File: src/rtl/config_serial_rx_if.sv
// Word delivery port of config_serial_rx: received word plus valid/ready handshake.
interface config_serial_rx_if #(
    parameter int unsigned LANES  = 1,
    parameter int unsigned WORD_W = 32
);
    logic [LANES*WORD_W-1:0] word_o;
    logic                    word_valid_o;
    logic                    word_ready_i;

    modport master (output word_o, output word_valid_o, input word_ready_i);
    modport slave  (input word_o, input word_valid_o, output word_ready_i);
endinterface

File: src/rtl/config_serial_rx.sv
// Multi-lane serial configuration receiver: oversampled s_clk/s_data, data on rise, ctrl on fall.
// Optional idle-timeout discard of partial words is enabled by defining CFG_RX_TIMEOUT_EN.
module config_serial_rx #(
    parameter int unsigned LANES       = 1,
    parameter int unsigned WORD_W      = 32,
    parameter logic [31:0] CTRL_WORD   = 32'h0000FAB1,
    parameter int unsigned TIMEOUT_CYC = 1024
) (
    input  logic                 clk,
    input  logic                 rst_n,
    input  logic                 s_clk,
    input  logic [LANES-1:0]     s_data,
    input  logic                 enable,
    input  logic                 clear_i,
    config_serial_rx_if.master   word_if,
    output logic [15:0]          word_count_o,
    output logic                 ctrl_err_o,
    output logic                 overrun_o,
    output logic                 timeout_o
);

    localparam int unsigned CNT_W = (WORD_W > 1) ? $clog2(WORD_W) : 1;
    localparam logic [WORD_W-1:0] CTRL_LO = WORD_W'(CTRL_WORD);
    localparam logic [CNT_W-1:0]  LAST_BIT = CNT_W'(WORD_W - 1);

    logic                    sclk_meta_q, sclk_sync_q, sclk_prev_q;
    logic [LANES-1:0]        data_meta_q, data_sync_q;
    logic [CNT_W-1:0]        bit_cnt_q, bit_cnt_d;
    logic [LANES*WORD_W-1:0] data_sr_q, data_sr_d;
    logic [WORD_W-1:0]       ctrl_sr_q, ctrl_sr_d;
    logic                    done_q, done_d;
    logic [LANES*WORD_W-1:0] word_q, word_d;
    logic                    valid_q, valid_d;
    logic [15:0]             count_q, count_d;
    logic                    cerr_q, cerr_d;
    logic                    ovr_q, ovr_d;
    logic                    rise, fall, last_bit;

`ifdef CFG_RX_TIMEOUT_EN
    localparam int unsigned IDLE_W = $clog2(TIMEOUT_CYC + 1);
    logic [IDLE_W-1:0] idle_q, idle_d;
    logic              rise_seen_q, rise_seen_d;
    logic              tmo_q, tmo_d;
`endif

    assign rise     = sclk_sync_q & ~sclk_prev_q;
    assign fall     = ~sclk_sync_q & sclk_prev_q;
    assign last_bit = (bit_cnt_q == LAST_BIT);

    always_comb begin
        bit_cnt_d = bit_cnt_q;
        data_sr_d = data_sr_q;
        ctrl_sr_d = ctrl_sr_q;
        done_d    = 1'b0;
        word_d    = word_q;
        valid_d   = valid_q;
        count_d   = count_q;
        cerr_d    = cerr_q;
        ovr_d     = ovr_q;
`ifdef CFG_RX_TIMEOUT_EN
        idle_d      = idle_q;
        rise_seen_d = rise_seen_q;
        tmo_d       = tmo_q;
`endif

        if (!enable) begin
            bit_cnt_d = '0;
            data_sr_d = '0;
            ctrl_sr_d = '0;
        end else begin
            if (rise) begin
                for (int unsigned k = 0; k < LANES; k++) begin
                    data_sr_d[k*WORD_W +: WORD_W] = {data_sr_q[k*WORD_W +: WORD_W-1], data_sync_q[k]};
                end
            end
            if (fall) begin
                ctrl_sr_d = {ctrl_sr_q[WORD_W-2:0], data_sync_q[0]};
                if (last_bit) begin
                    bit_cnt_d = '0;
                    done_d    = 1'b1;
                end else begin
                    bit_cnt_d = bit_cnt_q + 1'b1;
                end
            end
        end

        // Clear first so that a flag raised in the same cycle still reads 1 afterwards.
        if (clear_i) begin
            count_d = '0;
            cerr_d  = 1'b0;
            ovr_d   = 1'b0;
`ifdef CFG_RX_TIMEOUT_EN
            tmo_d   = 1'b0;
`endif
        end

`ifdef CFG_RX_TIMEOUT_EN
        if (!enable) begin
            idle_d      = '0;
            rise_seen_d = 1'b0;
        end else if (rise || fall) begin
            idle_d = '0;
            if (rise) rise_seen_d = 1'b1;
            if (fall && last_bit) rise_seen_d = 1'b0;
        end else if ((bit_cnt_q != '0) || rise_seen_q) begin
            if (idle_q == IDLE_W'(TIMEOUT_CYC - 1)) begin
                idle_d      = '0;
                rise_seen_d = 1'b0;
                bit_cnt_d   = '0;
                data_sr_d   = '0;
                ctrl_sr_d   = '0;
                tmo_d       = 1'b1;
            end else begin
                idle_d = idle_q + 1'b1;
            end
        end
`endif

        if (valid_q && word_if.word_ready_i) valid_d = 1'b0;

        // done_q trails the completing fall by one cycle, so ctrl/data registers already hold the full word.
        if (done_q) begin
            if (ctrl_sr_q == CTRL_LO) begin
                if (!valid_q || word_if.word_ready_i) begin
                    word_d  = data_sr_q;
                    valid_d = 1'b1;
                    if (count_d != 16'hFFFF) count_d = count_d + 16'd1;
                end else begin
                    ovr_d = 1'b1;
                end
            end else begin
                cerr_d = 1'b1;
            end
        end
    end

    always_ff @(posedge clk or negedge rst_n) begin
        if (!rst_n) begin
            sclk_meta_q <= 1'b0;
            sclk_sync_q <= 1'b0;
            sclk_prev_q <= 1'b0;
            data_meta_q <= '0;
            data_sync_q <= '0;
            bit_cnt_q   <= '0;
            data_sr_q   <= '0;
            ctrl_sr_q   <= '0;
            done_q      <= 1'b0;
            word_q      <= '0;
            valid_q     <= 1'b0;
            count_q     <= '0;
            cerr_q      <= 1'b0;
            ovr_q       <= 1'b0;
`ifdef CFG_RX_TIMEOUT_EN
            idle_q      <= '0;
            rise_seen_q <= 1'b0;
            tmo_q       <= 1'b0;
`endif
        end else begin
            sclk_meta_q <= s_clk;
            sclk_sync_q <= sclk_meta_q;
            sclk_prev_q <= sclk_sync_q;
            data_meta_q <= s_data;
            data_sync_q <= data_meta_q;
            bit_cnt_q   <= bit_cnt_d;
            data_sr_q   <= data_sr_d;
            ctrl_sr_q   <= ctrl_sr_d;
            done_q      <= done_d;
            word_q      <= word_d;
            valid_q     <= valid_d;
            count_q     <= count_d;
            cerr_q      <= cerr_d;
            ovr_q       <= ovr_d;
`ifdef CFG_RX_TIMEOUT_EN
            idle_q      <= idle_d;
            rise_seen_q <= rise_seen_d;
            tmo_q       <= tmo_d;
`endif
        end
    end

    assign word_if.word_o       = word_q;
    assign word_if.word_valid_o = valid_q;
    assign word_count_o         = count_q;
    assign ctrl_err_o           = cerr_q;
    assign overrun_o            = ovr_q;
`ifdef CFG_RX_TIMEOUT_EN
    assign timeout_o            = tmo_q;
`else
    assign timeout_o            = 1'b0;
`endif

endmodule
File: src/flat_wrapper.sv
// flat-port wrapper written by rule: the top's interface ports become plain ports
module config_serial_rx_flat 
#(
    parameter int unsigned LANES       = 1,
    parameter int unsigned WORD_W      = 32,
    parameter logic [31:0] CTRL_WORD   = 32'h0000FAB1,
    parameter int unsigned TIMEOUT_CYC = 1024
)
  (clk, rst_n, s_clk, s_data, enable, clear_i, word_count_o, ctrl_err_o, overrun_o, timeout_o, word_if_word_o, word_if_word_valid_o, word_if_word_ready_i);
  config_serial_rx_if #(.LANES(LANES), .WORD_W(WORD_W)) word_if_i ();
  input  logic clk;
  input  logic rst_n;
  input  logic s_clk;
  input  logic [LANES-1:0] s_data;
  input  logic enable;
  input  logic clear_i;
  output logic [15:0] word_count_o;
  output logic ctrl_err_o;
  output logic overrun_o;
  output logic timeout_o;
  output wire logic [$bits(word_if_i.word_o)-1:0] word_if_word_o;
  output wire logic [$bits(word_if_i.word_valid_o)-1:0] word_if_word_valid_o;
  input wire logic [$bits(word_if_i.word_ready_i)-1:0] word_if_word_ready_i;
  assign word_if_word_o = word_if_i.word_o;
  assign word_if_word_valid_o = word_if_i.word_valid_o;
  assign word_if_i.word_ready_i = word_if_word_ready_i;
  config_serial_rx #(.LANES(LANES), .WORD_W(WORD_W), .CTRL_WORD(CTRL_WORD), .TIMEOUT_CYC(TIMEOUT_CYC)) u_core (.clk(clk), .rst_n(rst_n), .s_clk(s_clk), .s_data(s_data), .enable(enable), .clear_i(clear_i), .word_if(word_if_i), .word_count_o(word_count_o), .ctrl_err_o(ctrl_err_o), .overrun_o(overrun_o), .timeout_o(timeout_o));
endmodule
File: config.mk
export PLATFORM = sky130hd
export DESIGN_NAME = config_serial_rx_flat
export DESIGN_NICKNAME = d
export VERILOG_FILES = /design/src/rtl/config_serial_rx_if.sv /design/src/rtl/config_serial_rx.sv /design/src/flat_wrapper.sv
export SDC_FILE = /design/constraint.sdc
export NUM_CORES = 1
export LEC_CHECK = 0
export BUFFER_PORTS_ARGS = -buffer_cell sky130_fd_sc_hd__buf_4
export CAP_MARGIN = 20
export CORE_UTILIZATION = 55
export DETAILED_ROUTE_END_ITERATION = 8
export PLACE_DENSITY_LB_ADDON = 0.2
export SLEW_MARGIN = 25
export SYNTH_ARGS = -nofsm -noshare
export SYNTH_HDL_FRONTEND = slang
export SYNTH_SLANG_ARGS = --single-unit
File: constraint.sdc
create_clock -name clk -period 5.13 [get_ports clk]
set_input_delay 1.026 -clock clk [delete_from_list [all_inputs] [get_ports clk]]
set_output_delay 1.026 -clock clk [all_outputs]
set_load 0.1 [all_outputs]
## Word level (Yosys, flattened, before mapping)

Cells that the tools add are included.
W data, S select, Z words.

| word-level totals | value |
|---|---|
| flip-flop bits (word level) | 126 |
| output and inout bits | 52 |
| word-level logic and storage cells | 55 |

| cells by class | value |
|---|---|
| add/sub/neg operators | 2 |
| equality and inequality tests | 5 |
| muxes and demuxes | 26 |
| bitwise logic cells | 4 |
| reductions and logical operators | 4 |

Operator list:

| kind | number |
|---|---|
| $mux W32 | 4 |
| $mux W16 | 5 |
| $eq A32 B16 Y1 const B | 1 |
| $add A16 B1 Y16 const B | 1 |
| $ne A16 B16 Y1 const B | 1 |
| $mux W5 | 3 |
| $mux W1 | 14 |
| $add A5 B1 Y5 const B | 1 |
| $eq A5 B5 Y1 const B | 1 |
| $ne A2 B1 Y1 const B | 2 |
| $reduce_and A3 Y1 | 1 |
| $and A1 B1 Y1 | 2 |
| $not A1 Y1 | 2 |
| $logic_and A1 B1 Y1 | 1 |
| $logic_not A1 Y1 | 1 |
| $logic_or A1 B1 Y1 | 1 |

## Logic depth before layout (Yosys ltp)

| depth | value |
|---|---|
| depth after elaboration | 6 |
| depth in mapped cells | 7 |
| depth with buffers taken out | 6 |

## Worst setup path before layout

No wires, ideal clock.

| timing path | value |
|---|---|
| path kind | reg-to-reg |
| start point | register u_core.count_q[1], in the netlist u_core.word_count_o[1] |
| end point | register u_core.count_q[13], in the netlist u_core.word_count_o[13] |
| setup time | 125 ps |
| data arrival time | 2385 ps |
| data required time | 5005 ps |
| path slack | 2620 ps |
| cell stages (with the launch flop) | 6 |
| buffers on the path | 0 |
| path through | dfrtp_1 and4_1 nand4_1 nor2b_1 and4_4 mux2_2 |

| between the ends | value |
|---|---|
| word-level cells in the longest chain between the ends | 6 |
| elaborated cells on any way between the ends | 7 |

Ends and longest elaborated chain:

| item | RTL line | source |
|---|---|---|
| start: declaration | config_serial_rx.sv:34 | `logic [15:0] count_q, count_d;` |
| start signal: assignment | config_serial_rx.sv:170 | `count_q <= count_d;` |
| $mux W16 (*) | config_serial_rx.sv:88 | `if (clear_i) begin` |
| $add A16 B1 Y16 / $ne A16 B16 Y1 (equally long branches) | config_serial_rx.sv:127 | `if (count_d != 16'hFFFF) count_d = count_d + 16'd1;` |
| $mux W16 (*) | config_serial_rx.sv:127 |  |
| $mux W16 (*) | config_serial_rx.sv:124 | `if (!valid_q \|\| word_if.word_ready_i) begin` |
| $mux W16 (*) | config_serial_rx.sv:123 | `if (ctrl_sr_q == CTRL_LO) begin` |
| $mux W16 (*) | config_serial_rx.sv:122 | `if (done_q) begin` |
| named net u_core.count_d[13] | config_serial_rx.sv:34 |  |

Mark *: on every way through the listed nets, which the timed path passes. The rest lies on a longest branch.
A chain may end at the register's enable or synchronous reset.

## Worst setup path after layout

| timing path | value |
|---|---|
| start point | register u_core.ctrl_sr_q[26] |
| end point | register u_core.count_q[13], in the netlist u_core.word_count_o[13] |

| between the ends | value |
|---|---|
| word-level cells in the longest chain between the ends | 3 |

Ends and longest elaborated chain:

| item | RTL line | source |
|---|---|---|
| start: declaration | config_serial_rx.sv:30 | `logic [WORD_W-1:0] ctrl_sr_q, ctrl_sr_d;` |
| start signal: assignment | config_serial_rx.sv:166 | `ctrl_sr_q <= ctrl_sr_d;` |
| $eq A32 B16 Y1 | config_serial_rx.sv:123 |  |
| $mux W16 | config_serial_rx.sv:123 |  |
| $mux W16 | config_serial_rx.sv:122 |  |
| named net u_core.count_d[13] | config_serial_rx.sv:34 |  |

The timed path passes the listed nets, and every way through them passes these cells.

==> out/metrics.yaml <==
io_buffer_count: 57
finalSetupViolations: 0
vias: 3752
layout.cells.non_filler: 695
avgRoutedWirePerCell_um: 14.4
antenna_found_initial: 0
path_clk_slew_ns: 0.06
netlist_top_cells_area: "dfrtp_1, nand2_1, a21boi_0"
die_w_um: 101
cts_tree: "built"
setup_tns_ns: 0
synth_seq_area_share_pct: 58.1
numCtsBuffers: 17
yosysTopAreaCellShare_pct: 58.1
fillers: 701
grtUsageTotal_pct: 21.9
power_density_nw_per_um2: 356
gr-total-overflow: 0
maxCapViolCount: 0
post-route-drc-count: 0
clock_latency_ns: 0.51
synth_cells: 503
worstSetupEndpointType: "register"
path_max_fanout: 46
synth_top_family_by_area: "simple AND/OR/NAND/NOR gates"
worstSetupStartpointType: "register"
final_nets: 562
hold_violations: 0
layout-drive-gt1-share_pct: 25.3
grt_pass1_wl_mm: 17.3
grt_pass1_vias: 3539
syn-num-nets: 512
cts_root_buf: "clkbuf_8"
n_antenna_cell: 0
synth-seq-cells: 126
wirelength_mm: 10.0
ios: 59
slew_viol_final: 0
tightest_slew_ns: 0.731
gp_congestion: 0.761
dpl-instance-area_um2: 5910
regToRegSetupSlack_ns: 2.56
synthAdderAreaFrac_pct: 0.461
gr-max-usage-layer: "met2"
synth_compound_area_share_pct: 10.9
via_per_inst: 5.40
grt_use_met1_pct: 30.0
critical_path_class: "reg -> reg"
seq_area_um2: 3150
synth_top_area_cell: "dfrtp_1"
synth-async-reset-ratio_pct: 100
grt_setup_unrepaired: "false"
fmax_mhz: 389
initial_core_util_pct: 57.6
hpwlAfterDp_mm: 6.00
use_met2_pct: 33.9
htreeDepth: 4
fp.dieH_um: 101
core-area_um2: 9420
finalCritPeriodShare_pct: 50.1
ys.flop_type: "dfrtp_1"
final.min_clock_period_ns: 2.57
synth_xor_xnor_area_share_pct: 0.161
hold_path.class: "reg -> reg"
syn_area_um2: 5430
rr_worst_depth: 5
peakVddDrop_mv: 0.234
post_cts_buffers: 0
die-area_um2: 10300
required_ns: 5.52
final_antenna_net_count: 0
ys_types: 38
rows: 35
hp-start: "u_core.data_meta_q"
drt-initial-drc-count: 229
cp.arrival_ns: 2.96
synth-edff-count: 0
cts_hold_buf: 0
met3_usage_pct: 6.90
finClkSkew_ns: 0.00887
grt_max_degree: 71
place_inst: 663
outcome: "complete, no violations"
p_leak_nw: 2.99
design_area_um2: 6550
cts_resized: 0
muxShareOfSynthArea_pct: 8.97
timing.rr.start: "u_core.ctrl_sr_q[26]"
hold_path_depth: 0
clockBufferDepth: 2
yosys_warnings: 0
syn_avg_cell_area_um2: 10.8
worst_hold_path.endpoint: "u_core.data_sync_q"
synth-simple-area-share_pct: 18.2
timing.rr.end: "u_core.word_count_o[13]"
drtPass1Iterations: 4
final_util_pct: 69.5
multiInputGateArea_um2: 2110
relSlewSlack_pct: 51.3
syn2layout_area_growth_pct: 20.7
clock-sinks: 126
[worst max-delay path, cell delays in order (launching register included)]
cell	delay [ns]
dfrtp_1	0.39
nor4_1	0.41
and4_1	0.32
and4_4	0.64
and4_4	0.35
mux2_2	0.33
[cell type report]
class | count | area share (%)
Clock buffer | 18 | 6.54
Clock inverter | 14 | 3.12
Inverter | 4 | 0.229
Multi-Input combinational cell | 341 | 32.3
Sequential cell | 126 | 48.2
Tap cell | 129 | 2.47
Timing Repair Buffer | 63 | 7.22
[metal layers]
layer / part of all wire [%] / vias to the layer above / routed length (um)
met2: 50 / 77 / 4980
met5: 0 / - / 0
met3: 3.2 / 5 / 321
li1: - / 1808 / -
met4: 0.63 / 0 / 63
met1: 47 / 1862 / 4680
[metrics by stage]
step / setup WS [ns] / power [W] / hold WS [ns]
after global routing: 2.45 / 0.00241 / 0.364
final: 2.56 / 0.00233 / 0.361
after CTS: 2.21 / 0.00236 / 0.364
after floorplan: 2.62 / 0.00106 / 0.331
after detailed placement: 2.04 / 0.00109 / 0.342
after global placement: 2.10 / 0.00109 / 0.335
[report_power, final]
group	internal, W	leakage [nW]	switching, W
registers	0.000998	1.75	0.00000327
clock network	0.000812	0.311	0.000454
logic	0.0000162	0.932	0.0000501
total	0.00183	2.99	0.000507
[layout by cell type (no fill, tap or decap), types with 4 or more instances in the layout]
cell,instances
nand2b_1,5
nand3_1,6
nor4_1,5
mux2_2,41
inv_6,5
bufinv_16,4
clkinv_4,4
nand4_1,7
inv_1,4
nor2b_1,14
nor3_1,4
dfrtp_1,126
nor2_1,15
buf_4,63
a21boi_0,67
nand2_1,137
clkbuf_16,16
[registers in the layout, indices dropped and copies added (netlist names), 5 cells and up]
register               cells
u_core.data_sr_q          32
u_core.word_if.word_o     32
u_core.word_count_o       16
u_core.bit_cnt_q           5
u_core.ctrl_sr_q          32
[worst max path at each step]
stage / startpoint / endpoint / slack (ns) / cells after the start
final: u_core.ctrl_sr_q[26] / u_core.word_count_o[13] / 2.56 / 5
after global routing: u_core.ctrl_sr_q[26] / u_core.word_count_o[13] / 2.45 / 5
after CTS: u_core.ctrl_sr_q[26] / u_core.word_count_o[13] / 2.21 / 5
after detailed placement: word_if_word_ready_i / u_core.word_count_o[13] / 2.04 / 5
after global placement: word_if_word_ready_i / u_core.word_count_o[13] / 2.10 / 5
after floorplan: u_core.word_count_o[1] / u_core.word_count_o[13] / 2.62 / 5
[logic make-up after synthesis]
group,after synthesis
and+or+nand+nor,214
other,1
adders and majority gates,2
buffers and inverters,36
DFF,126
muxes,43
xor gates and xnor gates,1
AOI/OAI and AO/OA,80
[Yosys cell counts (all sizes together), types with 3 or more instances]
library cell,number
mux2,42
a21boi,67
and3,3
and2,3
nor4,6
buf,12
nand2b,5
nand2,137
a21oi,3
nor2b,16
nand4bb,3
nor3,4
dfrtp,126
nand4,7
and4,5
clkbuf,20
nor2,15
nand3,6
o21ai,3
inv,4
No activity file was read; power rests on OpenSTA's default activity.
